--- config.mk ---
export PLATFORM = sky130hd
export DESIGN_NAME = seg7_scan
export DESIGN_NICKNAME = d
export VERILOG_FILES = /design/src/rtl/seg7_pkg.sv /design/src/rtl/bcd_to_seg7.sv /design/src/rtl/seg7_scan.sv
export SDC_FILE = /design/constraint.sdc
export NUM_CORES = 1
export LEC_CHECK = 0
export CORE_AREA = 10 10 83 85
export CTS_CLUSTER_SIZE = 28
export DETAILED_ROUTE_END_ITERATION = 6
export DIE_AREA = 0 0 93 95
export PLACE_DENSITY = 0.75
export SYNTH_ARGS = -nofsm -noshare
export SYNTH_HDL_FRONTEND = slang
export SYNTH_HIERARCHICAL = 1
export SYNTH_SLANG_ARGS = --single-unit
--- constraint.sdc ---
create_clock -name clk_in -period 2.25 [get_ports clk_in]
set_input_delay 0.5625 -clock clk_in [delete_from_list [all_inputs] [get_ports clk_in]]
set_output_delay 0.5625 -clock clk_in [all_outputs]
set_load 0.005 [all_outputs]
--- src/rtl/seg7_pkg.sv ---
// Shared 7-segment constants: active-low polarity, digit enables and glyph table.
// Segment vectors are ordered {g,f,e,d,c,b,a}: bit 0 drives a, bit 6 drives g.
package seg7_pkg;

  localparam logic SEG_ON  = 1'b0;
  localparam logic SEG_OFF = 1'b1;

  typedef logic [6:0] glyph_t;

  localparam glyph_t     GLYPH_BLANK = {7{SEG_OFF}};
  localparam glyph_t     GLYPH_DASH  = 7'b0111111;
  localparam logic [3:0] AN_NONE     = {4{SEG_OFF}};

  localparam glyph_t GLYPH_TABLE [10] = '{
    7'b1000000,  // 0
    7'b1111001,  // 1
    7'b0100100,  // 2
    7'b0110000,  // 3
    7'b0011001,  // 4
    7'b0010010,  // 5
    7'b0000010,  // 6
    7'b1111000,  // 7
    7'b0000000,  // 8
    7'b0010000   // 9
  };

  // Non-decimal codes render as a dash so a corrupted count is visible.
  function automatic glyph_t bcd_glyph(input logic [3:0] digit);
    if (digit > 4'd9) return GLYPH_DASH;
    return GLYPH_TABLE[digit];
  endfunction

endpackage

--- src/rtl/bcd_to_seg7.sv ---
// Combinational BCD digit to active-low 7-segment decode with a blanking override.
module bcd_to_seg7
  import seg7_pkg::*;
(
  input  logic [3:0] digit,
  input  logic       blank,
  output glyph_t     seg
);

  always_comb begin
    // NOTE: seg gets a default before any condition so no path leaves it unassigned and no latch is inferred.
    seg = GLYPH_BLANK;
    if (!blank) seg = bcd_glyph(digit);
  end

endmodule

--- src/rtl/seg7_scan.sv ---
// Four-digit multiplexed MM:SS display driver with frame-coherent snapshot,
// optional leading-zero blanking and a blinking colon while the stopwatch runs.
module seg7_scan
  import seg7_pkg::*;
#(
  parameter int SCAN_DIV     = 50000,
  parameter int BLINK_FRAMES = 250
) (
  input  logic        clk_in,
  input  logic        RESET,
  input  logic [16:1] Q,
  input  logic        RUN,
  input  logic        LZB,
  output logic [4:1]  AN,
  output logic [7:1]  SEG,
  output logic        DP
);

  localparam int DIV_W = (SCAN_DIV > 1) ? $clog2(SCAN_DIV) : 1;
  localparam int FRM_W = (BLINK_FRAMES > 1) ? $clog2(BLINK_FRAMES) : 1;
  localparam logic [DIV_W-1:0] DIV_LAST = DIV_W'(SCAN_DIV - 1);
  localparam logic [FRM_W-1:0] FRM_LAST = FRM_W'(BLINK_FRAMES - 1);

  logic [DIV_W-1:0] presc;
  logic [1:0]       idx;
  logic [FRM_W-1:0] frame_cnt;
  logic [16:1]      shadow;
  logic             colon;
  logic             tick;
  logic             frame_end;
  logic [3:0]       digit;
  logic             lead_blank;
  glyph_t           glyph;

  assign tick      = (presc == DIV_LAST);
  assign frame_end = tick && (idx == 2'd3);

  always_ff @(posedge clk_in) begin
    if (RESET) begin
      presc <= '0;
      idx   <= 2'd0;
    end else begin
      // NOTE: state registers use non-blocking assignment so every flop samples pre-edge values.
      presc <= tick ? '0 : presc + DIV_W'(1);
      if (tick) idx <= idx + 2'd1;
    end
  end

  always_ff @(posedge clk_in) begin
    if (RESET) begin
      // NOTE: the shadow is reset rather than left unknown because the first frame after reset displays it as 0000.
      shadow    <= '0;
      frame_cnt <= '0;
      colon     <= 1'b1;
    end else begin
      if (frame_end) shadow <= Q;
      if (!RUN) begin
        frame_cnt <= '0;
        colon     <= 1'b1;
      end else if (frame_end) begin
        if (frame_cnt == FRM_LAST) begin
          frame_cnt <= '0;
          colon     <= ~colon;
        end else begin
          frame_cnt <= frame_cnt + FRM_W'(1);
        end
      end
    end
  end

  always_comb begin
    digit = shadow[4:1];
    case (idx)
      2'd1:    digit = shadow[8:5];
      2'd2:    digit = shadow[12:9];
      2'd3:    digit = shadow[16:13];
      default: digit = shadow[4:1];
    endcase
  end

  assign lead_blank = LZB && (idx == 2'd3) && (digit == 4'd0);

  bcd_to_seg7 u_decode (
    .digit (digit),
    .blank (lead_blank),
    .seg   (glyph)
  );

  // Outputs follow idx by one cycle; the colon sits on the minutes digit's DP.
  always_ff @(posedge clk_in) begin
    if (RESET) begin
      AN  <= AN_NONE;
      SEG <= GLYPH_BLANK;
      DP  <= SEG_OFF;
    end else begin
      AN  <= ~(4'b0001 << idx);
      SEG <= glyph;
      DP  <= ((idx == 2'd2) && colon) ? SEG_ON : SEG_OFF;
    end
  end

endmodule

======== Word-level counts from Yosys, hierarchy flattened ========
Memories as Yosys holds them, arrays and structs flattened.
Cells that the tools add are included.
word-level totals
  register bits after elaboration ......... 55
  memory bits (read-only) ................. 112
  output and inout port bits .............. 12
  logic and storage cells ................. 42
  memories ................................ 1
operators by class
  $add $sub $neg .......................... 3
  $lt $le $gt $ge ......................... 2
  eq/ne operators ......................... 5
  shift operators ......................... 1
  muxes and demuxes ....................... 9
  bitwise logic cells ..................... 4
  reductions and logical operators ........ 9
memories
  memory            words  width  rd ports  clocked after memory_dff  wr ports  line            source
  (name not given)  16     7      1         0                         0         seg7_pkg.sv:30  return GLYPH_TABLE[digit];
operators with widths
  kind                                                                    count
  7-bit 2-to-1 mux                                                        4
  16-bit by 1-bit adder with 16-bit output (second input constant)        1
  16-bit equality test (second input constant)                            1
  4-bit case mux with 3 select lines                                      1
  8-bit by 1-bit adder with 8-bit output (second input constant)          1
  8-bit equality test (second input constant)                             1
  8-bit 2-to-1 mux                                                        1
  2-bit OR reduction                                                      3
  5-bit greater-or-equal comparator (second input constant)               1
  4-bit inverter with 5-bit output                                        1
  2-bit equality test (second input constant)                             2
  4-bit greater-than comparator (second input constant)                   1
  1-bit logical AND                                                       4
  4-bit zero test                                                         1
  4-bit inverter                                                          1
  1-bit by 2-bit << shifter with 4-bit output (first input constant)      1
  1-bit 2-to-1 mux                                                        3
  2-bit by 1-bit adder with 2-bit output (second input constant)          1
  2-bit by 1-bit equality test with 1-bit output (second input constant)  1
  1-bit inverter                                                          2
  2-bit AND reduction                                                     1

======== Logic depth before layout (Yosys ltp) ========
Gate-level depths: netlist of the first run.
  word-level depth ........................ 7
  depth in mapped cells ................... 10
  mapped depth without buffers ............ 10

======== Cells and area by module ========
Netlist of the first run, hierarchy kept.
by module, submodules not included
  module       instances  cells each  area each (sq um)  seq. area each (sq um)
  seg7_scan    1          264         2372.3             1101.1
  bcd_to_seg7  1          30          215.2              0.0

======== Worst setup path after synthesis of the first run ========
No wires, ideal clock.
  kind .................................... reg-to-reg
  from .................................... reg idx[0]
  to ...................................... reg SEG[1] (netlist name)
  library setup time ...................... 0.123 ns
  arrival ................................. 2.185 ns
  data required time ...................... 2.127 ns
  setup slack ............................. -0.058 ns
  cell stages (with the launch flop) ...... 11
  clock period less this slack ............ 2.308 ns
  path through ............................ dfxtp_1 ha_1 clkbuf_1 a222oi_1 mux2i_1 inv_1 ha_1 and2b_2 a21oi_1 o21ai_0 or2_2
on the way
  longest elaborated chain between the ends .. 7
ends and longest elaborated chain
  element                                                                                       line             source
  start, declared                                                                               seg7_scan.sv:25  logic [1:0] idx;
  start signal, assigned                                                                        seg7_scan.sv:45  if (tick) idx <= idx + 2'd1;
  2-bit equality test / 2-bit by 1-bit equality test with 1-bit output (equally long branches)  seg7_scan.sv:73  case (idx)
  4-bit case mux with 3 select lines *                                                          seg7_scan.sv:73
  net digit[1]                                                                                  seg7_scan.sv:31  logic [3:0] digit;
  4-bit inverter with 5-bit output (implied by the code)                                        seg7_pkg.sv:30
  memory 16 x 7 bit                                                                             --
  7-bit 2-to-1 mux (implied by the code) (2 in series)                                          seg7_pkg.sv:30
  7-bit 2-to-1 mux                                                                              seg7_pkg.sv:30
  end signal, assigned                                                                          seg7_scan.sv:97  SEG <= glyph;
  end, declared                                                                                 seg7_scan.sv:15  output logic [7:1] SEG,
Mark *: on every way through the listed nets, which the timed path passes. The rest lies on a longest branch. The select of a mux whose other input is x is not followed.
A chain may end at the register's enable or synchronous reset.

======== Final worst setup path of the first run ========
  from .................................... reg idx[0]
  to ...................................... reg SEG[5] (netlist name)
The elaborated chain is that of the path after synthesis.

==> results of run 1 <==
## sequential cells by signal, summed over array words and instances (netlist names)
signal	cells
idx	2
shadow	16
frame_cnt	8
colon	1
AN	4
SEG	7
presc	16
DP	1
## worst max-delay path by stage
| stage | start | slack (ns) | endpoint |
|---|---|---|---|
| floorplan | idx[0]$_SDFFE_PP0N_ | 0.007 | SEG[1]$_SDFF_PP1_ |
| global placement | idx[1]$_SDFFE_PP0N_ | -0.0006 | SEG[5]$_SDFF_PP1_ |
| detailed placement | idx[0]$_SDFFE_PP0N_ | -0.1 | SEG[4]$_SDFF_PP1_ |
| CTS | idx[0]$_SDFFE_PP0N_ | -0.003 | SEG[4]$_SDFF_PP1_ |
| global route | idx[0]$_SDFFE_PP0N_ | -0.09 | SEG[5]$_SDFF_PP1_ |
| finish | idx[0]$_SDFFE_PP0N_ | 0.007 | SEG[5]$_SDFF_PP1_ |
## logic make-up (layout without fill, tap and decap cells)
group                      count (synthesis)  after routing  synth area share
muxes                                      5              5            0.0193
xor gates and xnor gates                  12             12            0.0406
and+or+nand+nor                          128            128             0.275
buffers and inverters                     26             76            0.0426
adders and majority gates                 13             13            0.0629
AOI/OAI and AO/OA                         55             55             0.134
DFF                                       55             55             0.426
## repair_timing
item | 4_1_cts | 5_1_grt
pin swaps | 3 | 7
gates resized for setup | 6 | 32
setup buffers | 1 | 1
endpoints found under the setup margin | 7 | 8
## stage by stage
step                      cells  power, mW
after CTS                   415       1.68
after floorplan             294       1.04
after global placement      406       1.09
final                       416       1.66
after global routing        416       1.72
after detailed placement    406       1.09
## cells in the mapped netlist (6+ instances only)
master / instances / share of area
a21oi_1: 29 / 0.056
and4_1: 7 / 0.024
clkbuf_1: 10 / 0.015
dfxtp_1: 55 / 0.43
ha_1: 13 / 0.063
inv_1: 13 / 0.019
nand2_1: 44 / 0.064
nand2b_1: 6 / 0.015
nand3_1: 7 / 0.014
nor2_1: 20 / 0.029
o21ai_0: 9 / 0.017
or2_2: 8 / 0.019
xnor2_1: 6 / 0.020
xor2_1: 6 / 0.020
## power groups by stage
stage | sequential, mW | combinational (mW) | clock [mW]
3_3_place_gp | 1.01 | 0.0807 | 0
4_1_cts | 0.990 | 0.0819 | 0.605
3_5_place_dp | 1.01 | 0.0812 | 0
5_1_grt | 0.989 | 0.0929 | 0.638
2_1_floorplan | 1.01 | 0.0278 | 0
6_report | 0.988 | 0.0851 | 0.589
## layer usage
layer  wire length, um  track usage
met3               265       0.0349
met4                80       0.0411
met5                 0            0
met1              2710        0.157
met2              2830        0.223
## area by class of cell
type                       instances  area (um2)  area share
tap                               72        90.1      0.0269
multi-input combinational        213        1510       0.450
timing repair buffer              55         494       0.147
sequential                        55        1110       0.331
clock buffer                       8         100      0.0299
inverter                          13        48.8      0.0146
==> impl_summary.log, run 1 <==
[metrics] Min-Delay Path Class: flip-flop to flip-flop
[metrics] Crit path max-delay family: compound AO/OA/AOI/OAI gates
[metrics] end point of the worst hold path: DP$_SDFF_PP1_
[metrics] FFs w/ async S/R, synth: 0
[metrics] height of the die: 95 um
[metrics] CP Depth: 10
[metrics] total non-filler cell area in the finished layout: 3350 um2
[metrics] most frequently used flop master after synthesis: dfxtp_1
[metrics] sort of element at the start of the critical path: flip-flop
[metrics] post-synthesis sequential element count: 55
[metrics] commonest non-fill, non-tap cell in the layout: dfxtp_1
[metrics] most frequent cells in the layout: 53 x dfxtp_1, 44 x nand2_1, 31 x clkdlybuf4s50_1
[metrics] TritonCTS clock tree: yes
[metrics] count of input and output buffers: 31
[metrics] switching share of total power: 0.207
[metrics] Worst slew margin: 0.688
[metrics] largest clock skew in the final design: 0.00611 ns
[metrics] Static Leak: 1.22 nW
[metrics] peak supply drop: 423 uV
[metrics] Area Overhead vs Synth: 29.5%
[metrics] power density over the cells: 496 nW/um2
[metrics] worst flop-to-flop path endpoint: SEG[5]$_SDFF_PP1_
[metrics] Overflow after GRT: 0
[metrics] clock latency of the later-clocked register in the worst-skew pair: 0.31 ns
[metrics] remaining number of nets flagged by the antenna check after routing: 0
[metrics] number of levels the H-tree was split into: 2
[metrics] final max-slew violation count: 0
[metrics] crit-path max cell delay: 0.38 ns
[metrics] standard cell area after detailed placement: 3090 um2
[metrics] sequential element share of the synthesized area: 0.426
[metrics] buffer depth of the longest clock path: 2
[metrics] Arrival @ worst endpoint: 2.45 ns
[metrics] RR Startpoint: idx[0]$_SDFFE_PP0N_
[metrics] vias: 2204
[metrics] RSZ-0062 raised after global routing: true
[metrics] final sum of negative setup slack: 0 ns
[metrics] Netlist Area Pre-Place: 2590 um2
[metrics] cell count of the worst reg-to-reg path: 10
[metrics] worst hold margin: 0.445 ns
[metrics] total number of yosys warnings: 6
[metrics] crit path capture type: flip-flop
[metrics] required time of the worst setup path: 2.46 ns
[metrics] detailed-route wire length: 5890 um
[metrics] number of hold violations in the final report: 0
[metrics] CTS root buf: clkbuf_8
[metrics] 1st-iter DRT viols: 105
[metrics] Total Routing Usage GR: 0.131
[metrics] post-detailed-route via-to-cell ratio: 5.30
[metrics] total clock buffers created by CTS: 5
[metrics] internal portion of total power: 1.32 mW
[metrics] Final period util: 0.997
[metrics] first-pass GRT wire length: 9560 um
[metrics] syn_area_per_cell: 8.80 um2
[metrics] average wire per cell in the routed design: 14.2 um
[metrics] part of the total power dissipated in combinational logic: 0.051
[metrics] relative contribution of the clock network to total power: 0.354
[metrics] slowest cell on the critical path: dfxtp_4
[metrics] final setup violating endpoints: 0
[metrics] total clock sinks: 55
[metrics] pin count of the biggest net entering global routing: 33
[metrics] number of synthesized flops with an enable pin: 0
[metrics] fin worst setup slack: 0.00725 ns
[metrics] NumNets Final: 376
[metrics] launch point of the worst hold path: colon$_SDFFE_PP1P_
[metrics] share of post-route cells with drive strength above 1: 0.195
[metrics] Inserted Diodes: 0
[metrics] Worst-Margin Slew: 0.468 ns
[metrics] CTS clk-pin slew, worst paths: 0.09 ns
[metrics] DRC violation count after routing: 0
[metrics] fin crit period: 2.24 ns
[metrics] cell repeated most along the worst path: ha_4
[metrics] Die Area: 8840 um2
[metrics] initial core utilization: 0.485
[metrics] die outline width: 93 um
[metrics] weighted congestion reported at the end of routability-driven placement: 0.814
[metrics] run status: finished, final reports clean
[metrics] DR pass1 iterations: 7
[metrics] Buf+Inv Stages, Crit Path: 2
[metrics] max capacitance violation total: 0
[metrics] top-level I/O count: 32
[metrics] worst reg2reg setup slack: 0.007 ns
[metrics] sequential cell fraction of total power: 0.594
[metrics] num rows: 27
[metrics] NetSw: 0.344 mW
[metrics] series of cell instances along the critical path: ha_4, buf_4, a222oi_1, mux2i_4, inv_2, ha_4, o21bai_4, a21oi_4, o211ai_1, or2_4
[metrics] Distinct cells, synth: 50
[metrics] type of the setup path with the least slack: flip-flop to flip-flop
[metrics] core utilization of the finished layout: 0.628
[metrics] total nets after synthesis: 327
[metrics] achievable frequency: 0.446 GHz
[metrics] pre-CTS WS: -0.0983 ns
[metrics] number of antenna violations at the first check in global routing: 0
[metrics] number of cells produced by synthesis: 294
[metrics] maximum net fanout on the critical path: 6
[metrics] Core Area: 5340 um2
[metrics] total half-perimeter wirelength after legalization and detailed placement: 4190 um
[metrics] CTS Hold Bufs: 0
[metrics] count of cells along the worst hold path: 1
[metrics] fill cell count: 487
[metrics] number of global-route vias before repair: 2077
Power figures use the tool's default switching activity.
==> run 2, diff against run 1 <==
==> constraint.sdc (replaced) <==
create_clock -name clk_in -period 2.25 [get_ports clk_in]
set_input_delay 0.45 -clock clk_in [delete_from_list [all_inputs] [get_ports clk_in]]
set_output_delay 0.45 -clock clk_in [all_outputs]
set_load 0.005 [all_outputs]
==> results of run 2 <==
The final DEF is identical to that of run 1; final timing and power are the same.
==> run 3, diff against run 2 <==
--- a/config.mk
+++ b/config.mk
@@ -5,10 +5,9 @@
 export SDC_FILE = /design/constraint.sdc
 export NUM_CORES = 1
 export LEC_CHECK = 0
-export CORE_AREA = 10 10 83 85
-export CTS_CLUSTER_SIZE = 28
+export CORE_AREA = 2 2 75 77
 export DETAILED_ROUTE_END_ITERATION = 6
-export DIE_AREA = 0 0 93 95
+export DIE_AREA = 0 0 77 79
 export PLACE_DENSITY = 0.75
 export SYNTH_ARGS = -nofsm -noshare
 export SYNTH_HDL_FRONTEND = slang
==> impl_summary.log, run 3 (synthesized netlist as in run 1, its figures left out) <==
[metrics] average wire per cell in the routed design: 13.4 um
[metrics] Die Area: 6080 um2
[metrics] worst hold margin: 0.432 ns
[metrics] relative contribution of the clock network to total power: 0.418
[metrics] sequential cell fraction of total power: 0.534
[metrics] number of levels the H-tree was split into: 2
[metrics] Total Routing Usage GR: 0.189
[metrics] die outline width: 77 um
[metrics] largest clock skew in the final design: 0.00887 ns
[metrics] total clock sinks: 55
[metrics] Final period util: 1.02
[metrics] total half-perimeter wirelength after legalization and detailed placement: 3890 um
[metrics] fin crit period: 2.29 ns
[metrics] remaining number of nets flagged by the antenna check after routing: 0
[metrics] Core Area: 5340 um2
[metrics] Overflow after GRT: 0
[metrics] final sum of negative setup slack: -0.0766 ns
[metrics] peak supply drop: 307 uV
[metrics] non-filler instance count after layout: 421
[metrics] share of post-route cells with drive strength above 1: 0.203
[metrics] total clock buffers created by CTS: 5
[metrics] Area Overhead vs Synth: 32.3%
[metrics] commonest non-fill, non-tap cell in the layout: dfxtp_1
[metrics] CTS root buf: clkbuf_8
[metrics] number of antenna violations at the first check in global routing: 0
[metrics] NumNets Final: 381
[metrics] power density over the cells: 540 nW/um2
[metrics] type of the setup path with the least slack: flip-flop to flip-flop
[metrics] first-pass GRT wire length: 9340 um
[metrics] weighted congestion reported at the end of routability-driven placement: 0.835
[metrics] achievable frequency: 0.437 GHz
[metrics] Worst slew margin: 0.672
[metrics] clock latency of the later-clocked register in the worst-skew pair: 0.32 ns
[metrics] fin worst setup slack: -0.0406 ns
[metrics] num rows: 27
[metrics] detailed-route wire length: 5650 um
[metrics] number of global-route vias before repair: 2019
[metrics] sort of element at the start of the critical path: flip-flop
[metrics] NetSw: 0.366 mW
[metrics] required time of the worst setup path: 2.47 ns
[metrics] count of input and output buffers: 31
[metrics] post-detailed-route via-to-cell ratio: 5.18
[metrics] crit path capture type: flip-flop
[metrics] most frequent cells in the layout: 53 x dfxtp_1, 44 x nand2_1, 31 x clkdlybuf4s50_1
[metrics] DR pass1 iterations: 4
[metrics] standard cell area after detailed placement: 3100 um2
[metrics] failing checks: negative setup slack
[metrics] final max-slew violation count: 0
[metrics] max capacitance violation total: 0
[metrics] RSZ-0062 raised after global routing: true
[metrics] pin count of the biggest net entering global routing: 19
[metrics] part of the total power dissipated in combinational logic: 0.048
[metrics] total placed cells including tap cells: 407
[metrics] vias: 2181
[metrics] Arrival @ worst endpoint: 2.51 ns
[metrics] Worst-Margin Slew: 0.492 ns
[metrics] 1st-iter DRT viols: 102
[metrics] initial core utilization: 0.485
[metrics] Inserted Diodes: 0
[metrics] final setup violating endpoints: 5
[metrics] switching share of total power: 0.198
[metrics] maximum net fanout on the critical path: 6
[metrics] total non-filler cell area in the finished layout: 3420 um2
[metrics] DRC violation count after routing: 0
[metrics] height of the die: 79 um
[metrics] buffer depth of the longest clock path: 2
[metrics] Static Leak: 1.26 nW
[metrics] CTS clk-pin slew, worst paths: 0.10 ns
[metrics] number of hold violations in the final report: 0
[metrics] TritonCTS clock tree: yes
[metrics] top-level I/O count: 32
[metrics] registers with the highest flip-flop counts: presc: 16 flops, shadow: 16 flops, frame_cnt: 8 flops
[metrics] core utilization of the finished layout: 0.642
[metrics] Min-Delay Path Class: flip-flop to flip-flop
[metrics] run status: complete, but fails checks
[metrics] internal portion of total power: 1.48 mW
==> run 3: critical path: stages, from the launching register on <==
cell	delay [ns]
dfxtp_4	0.37
buf_6	0.12
ha_4	0.16
buf_6	0.11
a222oi_1	0.44
mux2i_2	0.21
o21bai_4	0.23
a21oi_4	0.20
o211ai_1	0.11
or2_4	0.23
==> run 3: path summary, 6_finish.rpt <==
| kind | from | slack (ns) | depth (start not counted) | to |
|---|---|---|---|---|
| min reg2reg | colon$_SDFFE_PP1P_ | 0.43 | 1 | DP$_SDFF_PP1_ |
| max | idx[1]$_SDFFE_PP0N_ | -0.04 | 9 | SEG[5]$_SDFF_PP1_ |
| max reg2reg | idx[1]$_SDFFE_PP0N_ | -0.04 | 9 | SEG[5]$_SDFF_PP1_ |
| min | colon$_SDFFE_PP1P_ | 0.43 | 1 | DP$_SDFF_PP1_ |
==> run 3: layout make-up <==
| class | count | area, um2 |
|---|---|---|
| timing repair buffer | 60 | 536 |
| clock buffer | 5 | 68.8 |
| clock inverter | 3 | 67.6 |
| tap | 72 | 90.1 |
| sequential | 55 | 1110 |
| inverter | 13 | 48.8 |
| fill | 438 | 1910 |
| multi-input combinational | 213 | 1510 |
==> run 3: per-stage QoR <==
step / total power [mW] / setup WS [ns]
after detailed placement: 1.10 / -0.0814
after floorplan: 1.04 / 0.00687
after global routing: 1.91 / -0.139
after global placement: 1.09 / 0.00287
final: 1.85 / -0.0406
after CTS: 1.86 / 0.00725
==> run 3: timing repair <==
item                       CTS  global route
resized for setup           16            21
hold buffers                 0             0
pin swaps                    4             9
setup endpoints to repair    8             8
buffers inserted             3             3
==> run 3: power groups by stage <==
| stage | sequential (mW) | clock, mW | combinational [mW] |
|---|---|---|---|
| floorplan | 1.01 | 0 | 0.0278 |
| global placement | 1.01 | 0 | 0.0836 |
| detailed placement | 1.01 | 0 | 0.0850 |
| CTS | 0.990 | 0.786 | 0.0852 |
| global route | 0.989 | 0.822 | 0.0960 |
| finish | 0.987 | 0.773 | 0.0889 |
==> run 3: per-layer routing <==
| layer | vias up | wire, um | GRT usage |
|---|---|---|---|
| met4 | 0 | 70 | 0.0589 |
| met3 | 8 | 228 | 0.0409 |
| li1 | 1126 | - | - |
| met1 | 1006 | 2570 | 0.236 |
| met5 | - | 0 | 0 |
| met2 | 41 | 2780 | 0.329 |
